### src/rtl/cp0_regfile_pkg.sv
// Shared CP0 constants: register addresses, ExcCodes and register packing helpers.
package cp0_regfile_pkg;

  typedef enum logic [7:0] {
    CR_BADVADDR = 8'h40,
    CR_COUNT    = 8'h48,
    CR_COMPARE  = 8'h58,
    CR_STATUS   = 8'h60,
    CR_CAUSE    = 8'h68,
    CR_EPC      = 8'h70
  } cp0_addr_e;

  localparam logic [4:0] EXC_INT  = 5'h00;
  localparam logic [4:0] EXC_ADEL = 5'h04;
  localparam logic [4:0] EXC_ADES = 5'h05;
  localparam logic [4:0] EXC_SYS  = 5'h08;
  localparam logic [4:0] EXC_BP   = 5'h09;
  localparam logic [4:0] EXC_RI   = 5'h0a;
  localparam logic [4:0] EXC_OV   = 5'h0c;

  typedef struct packed {
    logic [7:0] im;
    logic       exl;
    logic       ie;
  } status_t;

  typedef struct packed {
    logic       bd;
    logic       ti;
    logic [7:0] ip;
    logic [4:0] exccode;
  } cause_t;

  // BEV is hard-wired to 1.
  function automatic logic [31:0] pack_status(input status_t s);
    return {9'b0, 1'b1, 6'b0, s.im, 6'b0, s.exl, s.ie};
  endfunction

  function automatic logic [31:0] pack_cause(input cause_t c);
    return {c.bd, c.ti, 14'b0, c.ip, 1'b0, c.exccode, 2'b0};
  endfunction

endpackage

### src/rtl/cp0_regfile_timer.sv
// CP0 timer: prescaler, Count, Compare and the sticky timer-interrupt flag TI.
module cp0_timer #(
  parameter int COUNT_DIV = 2
) (
  input  logic        clk,
  input  logic        reset,
  input  logic        count_we,
  input  logic        compare_we,
  input  logic [31:0] wdata,
  output logic [31:0] count,
  output logic [31:0] compare,
  output logic        ti
);

  localparam logic [3:0] DIV_LAST = 4'(COUNT_DIV - 1);

  logic [3:0]  div;
  logic        tick;
  logic [31:0] count_next;

  assign tick       = (div == DIV_LAST);
  assign count_next = count + 32'd1;

  always_ff @(posedge clk) begin
    if (reset) begin
      div     <= '0;
      count   <= '0;
      compare <= '0;
      ti      <= 1'b0;
    end else begin
      if (count_we) begin
        count <= wdata;
        div   <= '0;
      end else if (tick) begin
        count <= count_next;
        div   <= '0;
      end else begin
        div <= div + 4'd1;
      end

      if (compare_we) compare <= wdata;

      // Match is taken on the value Count steps to, so the reset state 0==0 never fires.
      if (compare_we)
        ti <= 1'b0;
      else if (tick && !count_we && (count_next == compare))
        ti <= 1'b1;
    end
  end

endmodule

### src/rtl/cp0_regfile.sv
// MIPS CP0 register file (Status, Cause, EPC, Count, Compare, optional BadVAddr).
// Optional feature: define CP0_BADVADDR_EN to implement the BadVAddr register.
module cp0_regfile
  import cp0_regfile_pkg::*;
#(
  parameter int EXT_INT_NUM = 6,
  parameter int COUNT_DIV   = 2
) (
  input  logic                   clk,
  input  logic                   reset,
  input  logic                   mtc0_we,
  input  logic [7:0]             c0_addr,
  input  logic [31:0]            c0_wdata,
  output logic [31:0]            c0_rdata,
  input  logic                   wb_ex,
  input  logic                   wb_bd,
  input  logic [4:0]             wb_excode,
  input  logic [31:0]            wb_pc,
  input  logic [31:0]            wb_badvaddr,
  input  logic                   eret_flush,
  input  logic [EXT_INT_NUM-1:0] ext_int_in,
  output logic [31:0]            c0_epc,
  output logic                   c0_exl,
  output logic                   has_int
);

  logic [7:0]  im;
  logic        exl;
  logic        ie;
  logic        bd;
  logic [4:0]  exccode;
  logic [5:0]  ip_hw;
  logic [1:0]  ip_sw;
  logic [31:0] epc;
  logic [31:0] badvaddr;
  logic [31:0] count;
  logic [31:0] compare;
  logic        ti;
  logic [5:0]  ext_pad;
  logic [7:0]  ip;

  logic status_we, cause_we, epc_we, count_we, compare_we;
  assign status_we  = mtc0_we && (c0_addr == CR_STATUS);
  assign cause_we   = mtc0_we && (c0_addr == CR_CAUSE);
  assign epc_we     = mtc0_we && (c0_addr == CR_EPC);
  assign count_we   = mtc0_we && (c0_addr == CR_COUNT);
  assign compare_we = mtc0_we && (c0_addr == CR_COMPARE);

  cp0_timer #(.COUNT_DIV(COUNT_DIV)) u_timer (
    .clk        (clk),
    .reset      (reset),
    .count_we   (count_we),
    .compare_we (compare_we),
    .wdata      (c0_wdata),
    .count      (count),
    .compare    (compare),
    .ti         (ti)
  );

  always_comb begin
    ext_pad = '0;
    for (int i = 0; i < EXT_INT_NUM; i++) ext_pad[i] = ext_int_in[i];
  end

  assign ip = {ip_hw, ip_sw};

  always_ff @(posedge clk) begin
    if (reset) begin
      im      <= '0;
      exl     <= 1'b0;
      ie      <= 1'b0;
      bd      <= 1'b0;
      exccode <= '0;
      ip_hw   <= '0;
      ip_sw   <= '0;
      epc     <= '0;
      has_int <= 1'b0;
    end else begin
      ip_hw <= {ext_pad[5] | ti, ext_pad[4:0]};

      if (status_we) begin
        im <= c0_wdata[15:8];
        ie <= c0_wdata[0];
      end

      if (wb_ex)           exl <= 1'b1;
      else if (eret_flush) exl <= 1'b0;
      else if (status_we)  exl <= c0_wdata[1];

      // A nested exception (EXL already set) keeps the original EPC and BD.
      if (wb_ex) begin
        exccode <= wb_excode;
        if (!exl) begin
          epc <= wb_bd ? (wb_pc - 32'd4) : wb_pc;
          bd  <= wb_bd;
        end
      end else if (epc_we) begin
        epc <= c0_wdata;
      end

      if (cause_we) ip_sw <= c0_wdata[9:8];

      has_int <= ~(wb_ex | eret_flush) & ie & ~exl & (|(ip & im));
    end
  end

`ifdef CP0_BADVADDR_EN
  always_ff @(posedge clk) begin
    if (reset)
      badvaddr <= '0;
    else if (wb_ex && ((wb_excode == EXC_ADEL) || (wb_excode == EXC_ADES)))
      badvaddr <= wb_badvaddr;
  end
`else
  logic unused_badvaddr;
  assign unused_badvaddr = ^wb_badvaddr;
  assign badvaddr        = '0;
`endif

  status_t status;
  cause_t  cause;
  assign status = '{im: im, exl: exl, ie: ie};
  assign cause  = '{bd: bd, ti: ti, ip: ip, exccode: exccode};

  always_comb begin
    c0_rdata = '0;
    case (c0_addr)
      CR_BADVADDR: c0_rdata = badvaddr;
      CR_COUNT:    c0_rdata = count;
      CR_COMPARE:  c0_rdata = compare;
      CR_STATUS:   c0_rdata = pack_status(status);
      CR_CAUSE:    c0_rdata = pack_cause(cause);
      CR_EPC:      c0_rdata = epc;
      default:     c0_rdata = '0;
    endcase
  end

  assign c0_epc = epc;
  assign c0_exl = exl;

endmodule

### config.mk
export PLATFORM = sky130hd
export DESIGN_NAME = cp0_regfile
export DESIGN_NICKNAME = d
export VERILOG_FILES = /design/src/rtl/cp0_regfile_pkg.sv /design/src/rtl/cp0_regfile_timer.sv /design/src/rtl/cp0_regfile.sv
export SDC_FILE = /design/constraint.sdc
export NUM_CORES = 1
export LEC_CHECK = 0
export BUFFER_PORTS_ARGS = -buffer_cell sky130_fd_sc_hd__buf_2
export CORE_UTILIZATION = 54
export DETAILED_ROUTE_END_ITERATION = 10
export PLACE_DENSITY = 0.81
export SLEW_MARGIN = 20
export SYNTH_ARGS = -nofsm -noshare
export SYNTH_HDL_FRONTEND = slang
export SYNTH_SLANG_ARGS = --single-unit
### constraint.sdc
create_clock -name clk -period 2.9 [get_ports clk]
set_input_delay 0.435 -clock clk [delete_from_list [all_inputs] [get_ports clk]]
set_output_delay 0.435 -clock clk [all_outputs]
set_load 0.01 [all_outputs]
==> insert_results.sql, run 1 <==
INSERT INTO impl_metrics (metric_group, metric, value, unit) VALUES
('outcome', 'run_status', 'finished, final reports clean', ''),
('synthesis', 'yosys.cell_types.count', '63', ''),
('placement', 'dpl.cell_count', '1280', ''),
('min_path', 'worstHoldStart', 'ext_int_in[3]', ''),
('clock_network', 'cts_resized', '0', ''),
('drt', 'post_drt_via_cell_ratio', '6.18', ''),
('placement', 'dp_slack', '0.215', 'ns'),
('synthesis', 'synth-edff-count', '0', ''),
('synthesis', 'ys_seq_elements', '126', ''),
('final_layout', 'net_count_final', '1244', ''),
('worst_setup_path', 'r2r_setup_slack', '0.29', 'ns'),
('worst_setup_path', 'reg2reg_depth', '7', ''),
('synthesis', 'synth_seq_area_share', '0.330', ''),
('global_route', 'wire_length_of_the_first_global_routing_pass', '38.5', 'mm'),
('timing', 'final_max_slew_viol_count', '0', ''),
('pwr', 'switching_component_of_the_power', '1.25', 'mW'),
('timing', 'setup_tns', '0', 'ns'),
('timing', 'max_freq', '0.363', 'GHz'),
('synthesis', 'synth_fp_nets', '1098', ''),
('drt', 'antenna_left', '0', ''),
('clock_network', 'clock-sinks', '126', ''),
('final_layout', 'inserted_diodes', '0', ''),
('drt', 'drt_pre_antenna_iters', '6', ''),
('die', 'floorplan.die.height', '121', 'um'),
('worst_setup_path', 'endpoint_kind', 'output pin', ''),
('clock_network', 'tritoncts.num_buffers', '17', ''),
('pwr', 'clock_power_share', '0.474', ''),
('die', 'die_width', '121', 'um'),
('clock_network', 'hold_buffers', '0', ''),
('timing', 'unrepaired_setup_endpoints_after_global_routing', 'no', ''),
('pwr', 'share_seq_of_total_power', '0.415', ''),
('synthesis', 'yosys_warnings', '0', ''),
('clock_network', 'worstSkewPairLatency', '0.43', 'ns'),
('die', 'rows', '43', ''),
('synthesis', 'ys_top_cells_by_area', 'sky130_fd_sc_hd__dfxtp_1, sky130_fd_sc_hd__nor2_1, sky130_fd_sc_hd__xnor2_1, sky130_fd_sc_hd__a211oi_1, sky130_fd_sc_hd__nand2_1', ''),
('pwr', 'share_comb_of_total_power', '0.111', ''),
('worst_setup_path', 'worst_r2r_endpoint', 'u_timer.ti', ''),
('clock_network', 'cts_root_buffer', 'sky130_fd_sc_hd__clkbuf_16', ''),
('die', 'top_level_ports', '187', ''),
('clock_network', 'clkSlewWorstSetupHoldPaths', '0.06', 'ns'),
('worst_setup_path', 'critical_path.cell_chain', 'buf_2 > nor4_1 > buf_4 > and4_1 > and2_1 > a222oi_1 > o21ai_0 > buf_2', ''),
('drt', 'wirelength', '25.0', 'mm'),
('die', 'initial_core_util', '0.553', ''),
('global_route', 'grt_start_max_net_pins', '67', ''),
('clock_network', 'tritoncts', 'yes', ''),
('global_route', 'grt_antenna_before_repair', '0', ''),
('worst_setup_path', 'worst_ep_required_time', '2.47', 'ns'),
('pwr', 'p_leak', '3.63', 'nW'),
('synthesis', 'netlist.top_cell.by_area', 'sky130_fd_sc_hd__dfxtp_1', ''),
('die', 'floorplan.die_area', '14600', 'sq um'),
('timing', 'report.final.hold_viol_count', '0', ''),
('min_path', 'worst_hold_path.num_cells', '2', ''),
('final_layout', 'stdcell_count', '1312', ''),
('clock_network', 'clock_tree.buffer_depth', '2', ''),
('min_path', 'worst_hold_path.endpoint', 'ip_hw[3]', ''),
('timing', 'period_minus_slack', '2.76', 'ns'),
('die', 'placeable_core_region', '13800', 'sq um'),
('placement', 'gp_congestion', '0.978', ''),
('clock_network', 'cts.repair_timing.setup_buffer_count', '0', ''),
('flow_run', 'drv_cap', '0', ''),
('final_layout', 'share_of_layout_cells_above_drive_strength_1', '0.232', ''),
('timing', 'setup_ws', '0.145', 'ns'),
('drt', 'drtIter0Drc', '1049', ''),
('clock_network', 'cts_max_level', '4', ''),
('worst_setup_path', 'startpoint_of_the_most_critical_register_to_register_path', 'u_timer.count[4]', ''),
('worst_setup_path', 'cp_slowest_cell', 'sky130_fd_sc_hd__and2_1', ''),
('pwr', 'sw_frac_of_total', '0.282', ''),
('timing', 'finClkSkew', '0.00712', 'ns'),
('timing', 'max_slew_margin', '0.529', ''),
('worst_setup_path', 'worstPathArrival', '2.32', 'ns'),
('synthesis', 'synth_area_per_cell', '7.85', 'sq um');
==> cell families (layout without fill, tap and decap cells) <==
group,Yosys count,count (layout),synth area share
buf+inv,90,249,0.0529
compound gates,227,227,0.208
xor+xnor,104,104,0.119
fa+ha+maj,4,4,0.00655
mux,33,33,0.0434
flops,126,126,0.330
simple gates,389,389,0.240
==> sequential cells by signal, indices dropped and copies added, names as in the netlist <==
signal,cells
has_int,1
exccode,5
ip_sw,2
c0_exl,1
u_timer.div,4
im,8
ip_hw,6
u_timer.compare,32
bd,1
u_timer.ti,1
u_timer.count,32
c0_epc,32
ie,1
==> routing by layer <==
| layer | up-vias | wire length, um | global-route usage |
|---|---|---|---|
| met1 | 3765 | 10400 | 0.472 |
| li1 | 3789 | - | - |
| met4 | 0 | 627 | 0.136 |
| met3 | 61 | 2850 | 0.0775 |
| met2 | 493 | 11200 | 0.519 |
| met5 | - | 0 | 0 |
==> cells in the mapped netlist (2+ instances only) <==
cell                        count
sky130_fd_sc_hd__a211o_1        2
sky130_fd_sc_hd__a211oi_1      53
sky130_fd_sc_hd__a211oi_2       3
sky130_fd_sc_hd__a21oi_1       73
sky130_fd_sc_hd__a221o_1        7
sky130_fd_sc_hd__a222oi_1       8
sky130_fd_sc_hd__a22o_1        29
sky130_fd_sc_hd__a22oi_1       11
sky130_fd_sc_hd__a311oi_1       6
sky130_fd_sc_hd__a31oi_1        2
sky130_fd_sc_hd__and2_1         4
sky130_fd_sc_hd__and3_1         6
sky130_fd_sc_hd__and4_1         4
sky130_fd_sc_hd__buf_2         10
sky130_fd_sc_hd__buf_6          2
sky130_fd_sc_hd__clkbuf_1      62
sky130_fd_sc_hd__clkbuf_8       3
sky130_fd_sc_hd__dfxtp_1      126
sky130_fd_sc_hd__ha_1           4
sky130_fd_sc_hd__inv_1          9
sky130_fd_sc_hd__mux2i_1       32
sky130_fd_sc_hd__nand2_1       99
sky130_fd_sc_hd__nand2b_1       2
sky130_fd_sc_hd__nand3_1       27
sky130_fd_sc_hd__nand4_1       19
sky130_fd_sc_hd__nor2_1       150
sky130_fd_sc_hd__nor2b_1        8
sky130_fd_sc_hd__nor3_1        20
sky130_fd_sc_hd__nor3b_1        5
sky130_fd_sc_hd__nor4_1        17
sky130_fd_sc_hd__nor4_2         4
sky130_fd_sc_hd__o2111ai_1      2
sky130_fd_sc_hd__o21ai_0       18
sky130_fd_sc_hd__o22ai_1        2
sky130_fd_sc_hd__o31ai_1        2
sky130_fd_sc_hd__or2_2          6
sky130_fd_sc_hd__or3_1          5
sky130_fd_sc_hd__or4_1          4
sky130_fd_sc_hd__xnor2_1       62
sky130_fd_sc_hd__xor2_1        42
==> power groups by stage <==
| stage | Combinational (mW) | Sequential, mW | Clock [mW] |
|---|---|---|---|
| 6_report | 0.489 | 1.84 | 2.10 |
| 5_1_grt | 0.529 | 1.84 | 2.18 |
| 4_1_cts | 0.481 | 1.84 | 2.10 |
| 3_5_place_dp | 0.476 | 1.87 | 0 |
| 3_3_place_gp | 0.468 | 1.87 | 0 |
| 2_1_floorplan | 0.249 | 1.87 | 0 |
==> critical path, delay by kind of cell <==
family / cells / cell delay [ns]
and+or+nand+nor: 3 / 1.08
AOI/OAI and AO/OA: 2 / 0.32
buffers and inverters: 3 / 0.47
==> metrics by stage <==
stage,hold slack (ns),area (sq um),power (mW)
global placement,0.467,8720,2.34
finish,0.209,9300,4.43
floorplan,0.436,7640,2.12
global route,0.216,9300,4.55
detailed placement,0.474,8720,2.35
CTS,0.206,9300,4.41
==> layout make-up <==
type | instances | area (sq um)
multi-input combinational | 757 | 4740
fill | 1133 | 4530
sequential | 126 | 2520
timing repair buffer | 208 | 1200
clock buffer | 17 | 425
tap | 180 | 225
clock inverter | 15 | 153
inverter | 9 | 33.8
==> placed cells by master, fill, tap and decap left out, types with 5 or more instances in the layout <==
master                      instances
sky130_fd_sc_hd__or3_1              5
sky130_fd_sc_hd__a22o_1            29
sky130_fd_sc_hd__a222oi_1           8
sky130_fd_sc_hd__inv_6              5
sky130_fd_sc_hd__a311oi_1           6
sky130_fd_sc_hd__clkbuf_16         17
sky130_fd_sc_hd__nor2_1           149
sky130_fd_sc_hd__or2_2              6
sky130_fd_sc_hd__nand2_1           99
sky130_fd_sc_hd__mux2i_1           32
sky130_fd_sc_hd__nor4_1            17
sky130_fd_sc_hd__dfxtp_1          126
sky130_fd_sc_hd__and3_1             6
sky130_fd_sc_hd__nand4_1           19
sky130_fd_sc_hd__xor2_1            42
sky130_fd_sc_hd__inv_1              9
sky130_fd_sc_hd__xnor2_1           62
sky130_fd_sc_hd__a211oi_1          53
sky130_fd_sc_hd__a221o_1            7
sky130_fd_sc_hd__nand3_1           27
sky130_fd_sc_hd__nor2b_1            8
sky130_fd_sc_hd__o21ai_0           18
sky130_fd_sc_hd__buf_2            153
sky130_fd_sc_hd__a22oi_1           11
sky130_fd_sc_hd__buf_4             53
sky130_fd_sc_hd__a21oi_1           73
sky130_fd_sc_hd__nor3_1            20
==> worst max-delay path by stage <==
| stage | start | end | slack (ns) | cells after the start |
|---|---|---|---|---|
| finish | c0_addr[1] | c0_rdata[11] | 0.14 | 8 |
| CTS | c0_addr[1] | c0_rdata[11] | 0.15 | 8 |
| global placement | c0_addr[1] | c0_rdata[7] | 0.01 | 6 |
| detailed placement | c0_addr[1] | c0_rdata[11] | 0.21 | 8 |
| global route | c0_addr[1] | c0_rdata[10] | 0.10 | 8 |
| floorplan | c0_addr[1] | c0_rdata[11] | 0.31 | 8 |
(Power assumes the default switching activity.)
==> run 2, diff against run 1 <==
--- a/config.mk
+++ b/config.mk
@@ -6,9 +6,10 @@
 export NUM_CORES = 1
 export LEC_CHECK = 0
 export BUFFER_PORTS_ARGS = -buffer_cell sky130_fd_sc_hd__buf_2
+export CORE_MARGIN = 10
 export CORE_UTILIZATION = 54
 export DETAILED_ROUTE_END_ITERATION = 10
-export PLACE_DENSITY = 0.81
+export PLACE_DENSITY = 0.87
 export SLEW_MARGIN = 20
 export SYNTH_ARGS = -nofsm -noshare
 export SYNTH_HDL_FRONTEND = slang
==> run 2 against run 1 <==
First-iteration DRC count up 22%; sequential power is essentially flat; cell count down 0.61%; global-route usage down 8.3 points; via count up 1.3%; total power grew 3.9%; worst setup slack improved by 0.082 ns; wire length grew 6.7%; hold slack better by 0.0092 ns; clock power is 8% higher; sequential cell count unchanged; critical path type is now register to register; critical endpoint is now u_timer.ti; highest routed layer unchanged.
==> insert_results.sql, run 2 (same netlist as run 1, synthesis figures left out) <==
INSERT INTO impl_metrics (metric_group, metric, value, unit) VALUES
('drt', 'detailed_route_wire_length_per_cell', '20.5', 'um'),
('global_route', 'gr-total-overflow', '0', ''),
('die', 'initial_core_util', '0.550', ''),
('flow_run', 'drv_cap', '0', ''),
('worst_setup_path', 'worstPathArrival', '3.04', 'ns'),
('global_route', 'wire_length_of_the_first_global_routing_pass', '41.4', 'mm'),
('timing', 'report.final.hold_viol_count', '0', ''),
('global_route', 'grt_start_max_net_pins', '127', ''),
('timing', 'unrepaired_setup_endpoints_after_global_routing', 'no', ''),
('die', 'top_level_ports', '187', ''),
('timing', 'finClkSkew', '0.0118', 'ns'),
('final_layout', 'fillerInstances', '1107', ''),
('clock_network', 'clkSlewWorstSetupHoldPaths', '0.06', 'ns'),
('timing', 'setup_tns', '0', 'ns'),
('worst_setup_path', 'crit_type', 'register to register', ''),
('outcome', 'run_status', 'finished, final reports clean', ''),
('worst_setup_path', 'reg2reg_depth', '8', ''),
('clock_network', 'tritoncts', 'yes', ''),
('die', 'die_width', '139', 'um'),
('placement', 'dp_slack', '0.121', 'ns'),
('final_layout', 'mostFrequentLayoutCell', 'sky130_fd_sc_hd__buf_2', ''),
('clock_network', 'tritoncts.num_buffers', '17', ''),
('timing', 'max_slew_margin', '0.514', ''),
('global_route', 'grt_antenna_before_repair', '1', ''),
('worst_setup_path', 'startpoint_type', 'register', ''),
('final_layout', 'share_of_layout_cells_above_drive_strength_1', '0.225', ''),
('worst_setup_path', 'setup.worst_path.start', 'u_timer.count[1]', ''),
('worst_setup_path', 'worst_r2r_endpoint', 'u_timer.ti', ''),
('drt', 'drt_pre_antenna_iters', '8', ''),
('min_path', 'worstHoldPathType', 'input port to register', ''),
('placement', 'port_buffers', '154', ''),
('min_path', 'worst_hold_path.endpoint', 'ip_hw[1]', ''),
('min_path', 'worst_hold_path.num_cells', '2', ''),
('worst_setup_path', 'startpoint_of_the_most_critical_register_to_register_path', 'u_timer.count[1]', ''),
('timing', 'period_share', '0.922', ''),
('timing', 'max_freq', '0.374', 'GHz'),
('worst_setup_path', 'worst_ep_required_time', '3.27', 'ns'),
('die', 'floorplan.die.height', '139', 'um'),
('worst_setup_path', 'path_max_fanout', '5', ''),
('timing', 'final_max_slew_viol_count', '0', ''),
('timing', 'setup_ws', '0.227', 'ns'),
('worst_setup_path', 'endpoint_kind', 'register', ''),
('placement', 'dp_hpwl', '19.6', 'mm'),
('global_route', 'grt_util_all_layers', '0.261', ''),
('global_route', 'grt_pass1_vias', '7825', ''),
('clock_network', 'cts_max_level', '4', ''),
('final_layout', 'synthToLayoutAreaGrowth', '21.5', '%'),
('clock_network', 'cts_root_buffer', 'sky130_fd_sc_hd__clkbuf_16', ''),
('pwr', 'powerDensity', '496', 'nW/um^2'),
('drt', 'post_drt_via_cell_ratio', '6.30', ''),
('clock_network', 'clock_tree.buffer_depth', '2', ''),
('final_layout', 'leading_cell_types_in_the_layout_fill_and_taps_excluded', 'sky130_fd_sc_hd__buf_2, sky130_fd_sc_hd__nor2_1, sky130_fd_sc_hd__dfxtp_1', ''),
('clock_network', 'clock-sinks', '126', ''),
('drt', 'via_count', '8217', ''),
('drt', 'remaining_drc_errors', '0', ''),
('die', 'placeable_core_region', '13900', 'sq um'),
('worst_setup_path', 'r2r_setup_slack', '0.23', 'ns'),
('final_layout', 'net_count_final', '1235', ''),
('pwr', 'ir_drop_worst_vdd', '0.524', 'mV'),
('die', 'floorplan.die_area', '19300', 'sq um'),
('pwr', 'p_leak', '3.62', 'nW'),
('timing', 'setup_viol', '0', ''),
('die', 'rows', '43', ''),
('drt', 'antenna_left', '0', ''),
('min_path', 'worstHoldStart', 'ext_int_in[1]', ''),
('timing', 'period_minus_slack', '2.67', 'ns'),
('drt', 'drtIter0Drc', '1284', ''),
('drt', 'wirelength', '26.7', 'mm'),
('clock_network', 'worstSkewPairLatency', '0.43', 'ns'),
('timing', 'tightestPinTransition', '0.729', 'ns'),
('placement', 'gp_congestion', '0.995', '');
==> run 2: cell count changes in the layout (fill, tap and decap cells not counted), sizes merged <==
cell / previous run / this run
buf: 208 / 199
inv: 16 / 11
bufinv: 1 / 4
clkbuf: 17 / 19
diode: 0 / 1
==> run 2: repair_timing <==
item                       CTS  global route
hold buffers                 0             0
gates resized for setup      0             1
setup endpoints to repair    0            12
setup buffers                0             0
==> run 2: layer usage <==
layer	share of wire	up-vias	global-route usage
li1	-	3764	-
met1	0.39	3873	0.320
met2	0.46	502	0.413
met3	0.11	78	0.0774
met4	0.035	0	0.114
met5	0	-	0
==> run 2: final cells by class <==
class | instances | area (sq um) | share of cell area
Tap cell | 180 | 225 | 0.0243
Sequential cell | 126 | 2520 | 0.272
Timing Repair Buffer | 199 | 1140 | 0.122
Inverter | 9 | 33.8 | 0.00364
Antenna cell | 1 | 2.50 | 0.000270
Multi-Input combinational cell | 757 | 4740 | 0.510
Clock buffer | 19 | 443 | 0.0477
Clock inverter | 13 | 186 | 0.0201
==> run 2: worst max-delay path, stage by stage, from the launching register on <==
cell and delay [ns]:
sky130_fd_sc_hd__dfxtp_1 0.41, sky130_fd_sc_hd__ha_1 0.21, sky130_fd_sc_hd__nand4_1 0.19, sky130_fd_sc_hd__or4_1 0.68, sky130_fd_sc_hd__nor4_1 0.48, sky130_fd_sc_hd__xnor2_1 0.17
sky130_fd_sc_hd__o2111a_1 0.20, sky130_fd_sc_hd__nand4_1 0.10, sky130_fd_sc_hd__o21ai_1 0.16
==> run 2: worst max path at each step <==
stage              endpoint  slack [ns]
5_1_grt          u_timer.ti        0.11
4_1_cts        c0_rdata[27]        0.12
3_5_place_dp   c0_rdata[27]        0.12
2_1_floorplan  c0_rdata[11]        0.31
3_3_place_gp   c0_rdata[29]        0.12
6_report         u_timer.ti        0.23
==> run 2: power breakdown <==
part | internal, mW | switching (mW) | total (mW)
combinational | 0.185 | 0.307 | 0.492
sequential | 1.79 | 0.0535 | 1.84
clock | 1.46 | 0.809 | 2.27
==> run 2: per-stage QoR <==
stage	instances	instance area (sq um)	power, mW	hold slack (ns)	util
6_report	1304	9290	4.60	0.218	0.669
2_1_floorplan	973	7640	2.12	0.436	-
5_1_grt	1304	9290	4.72	0.205	0.669
4_1_cts	1303	9280	4.59	0.213	0.669
3_5_place_dp	1271	8650	2.35	0.463	0.623
3_3_place_gp	1271	8650	2.33	0.463	0.623
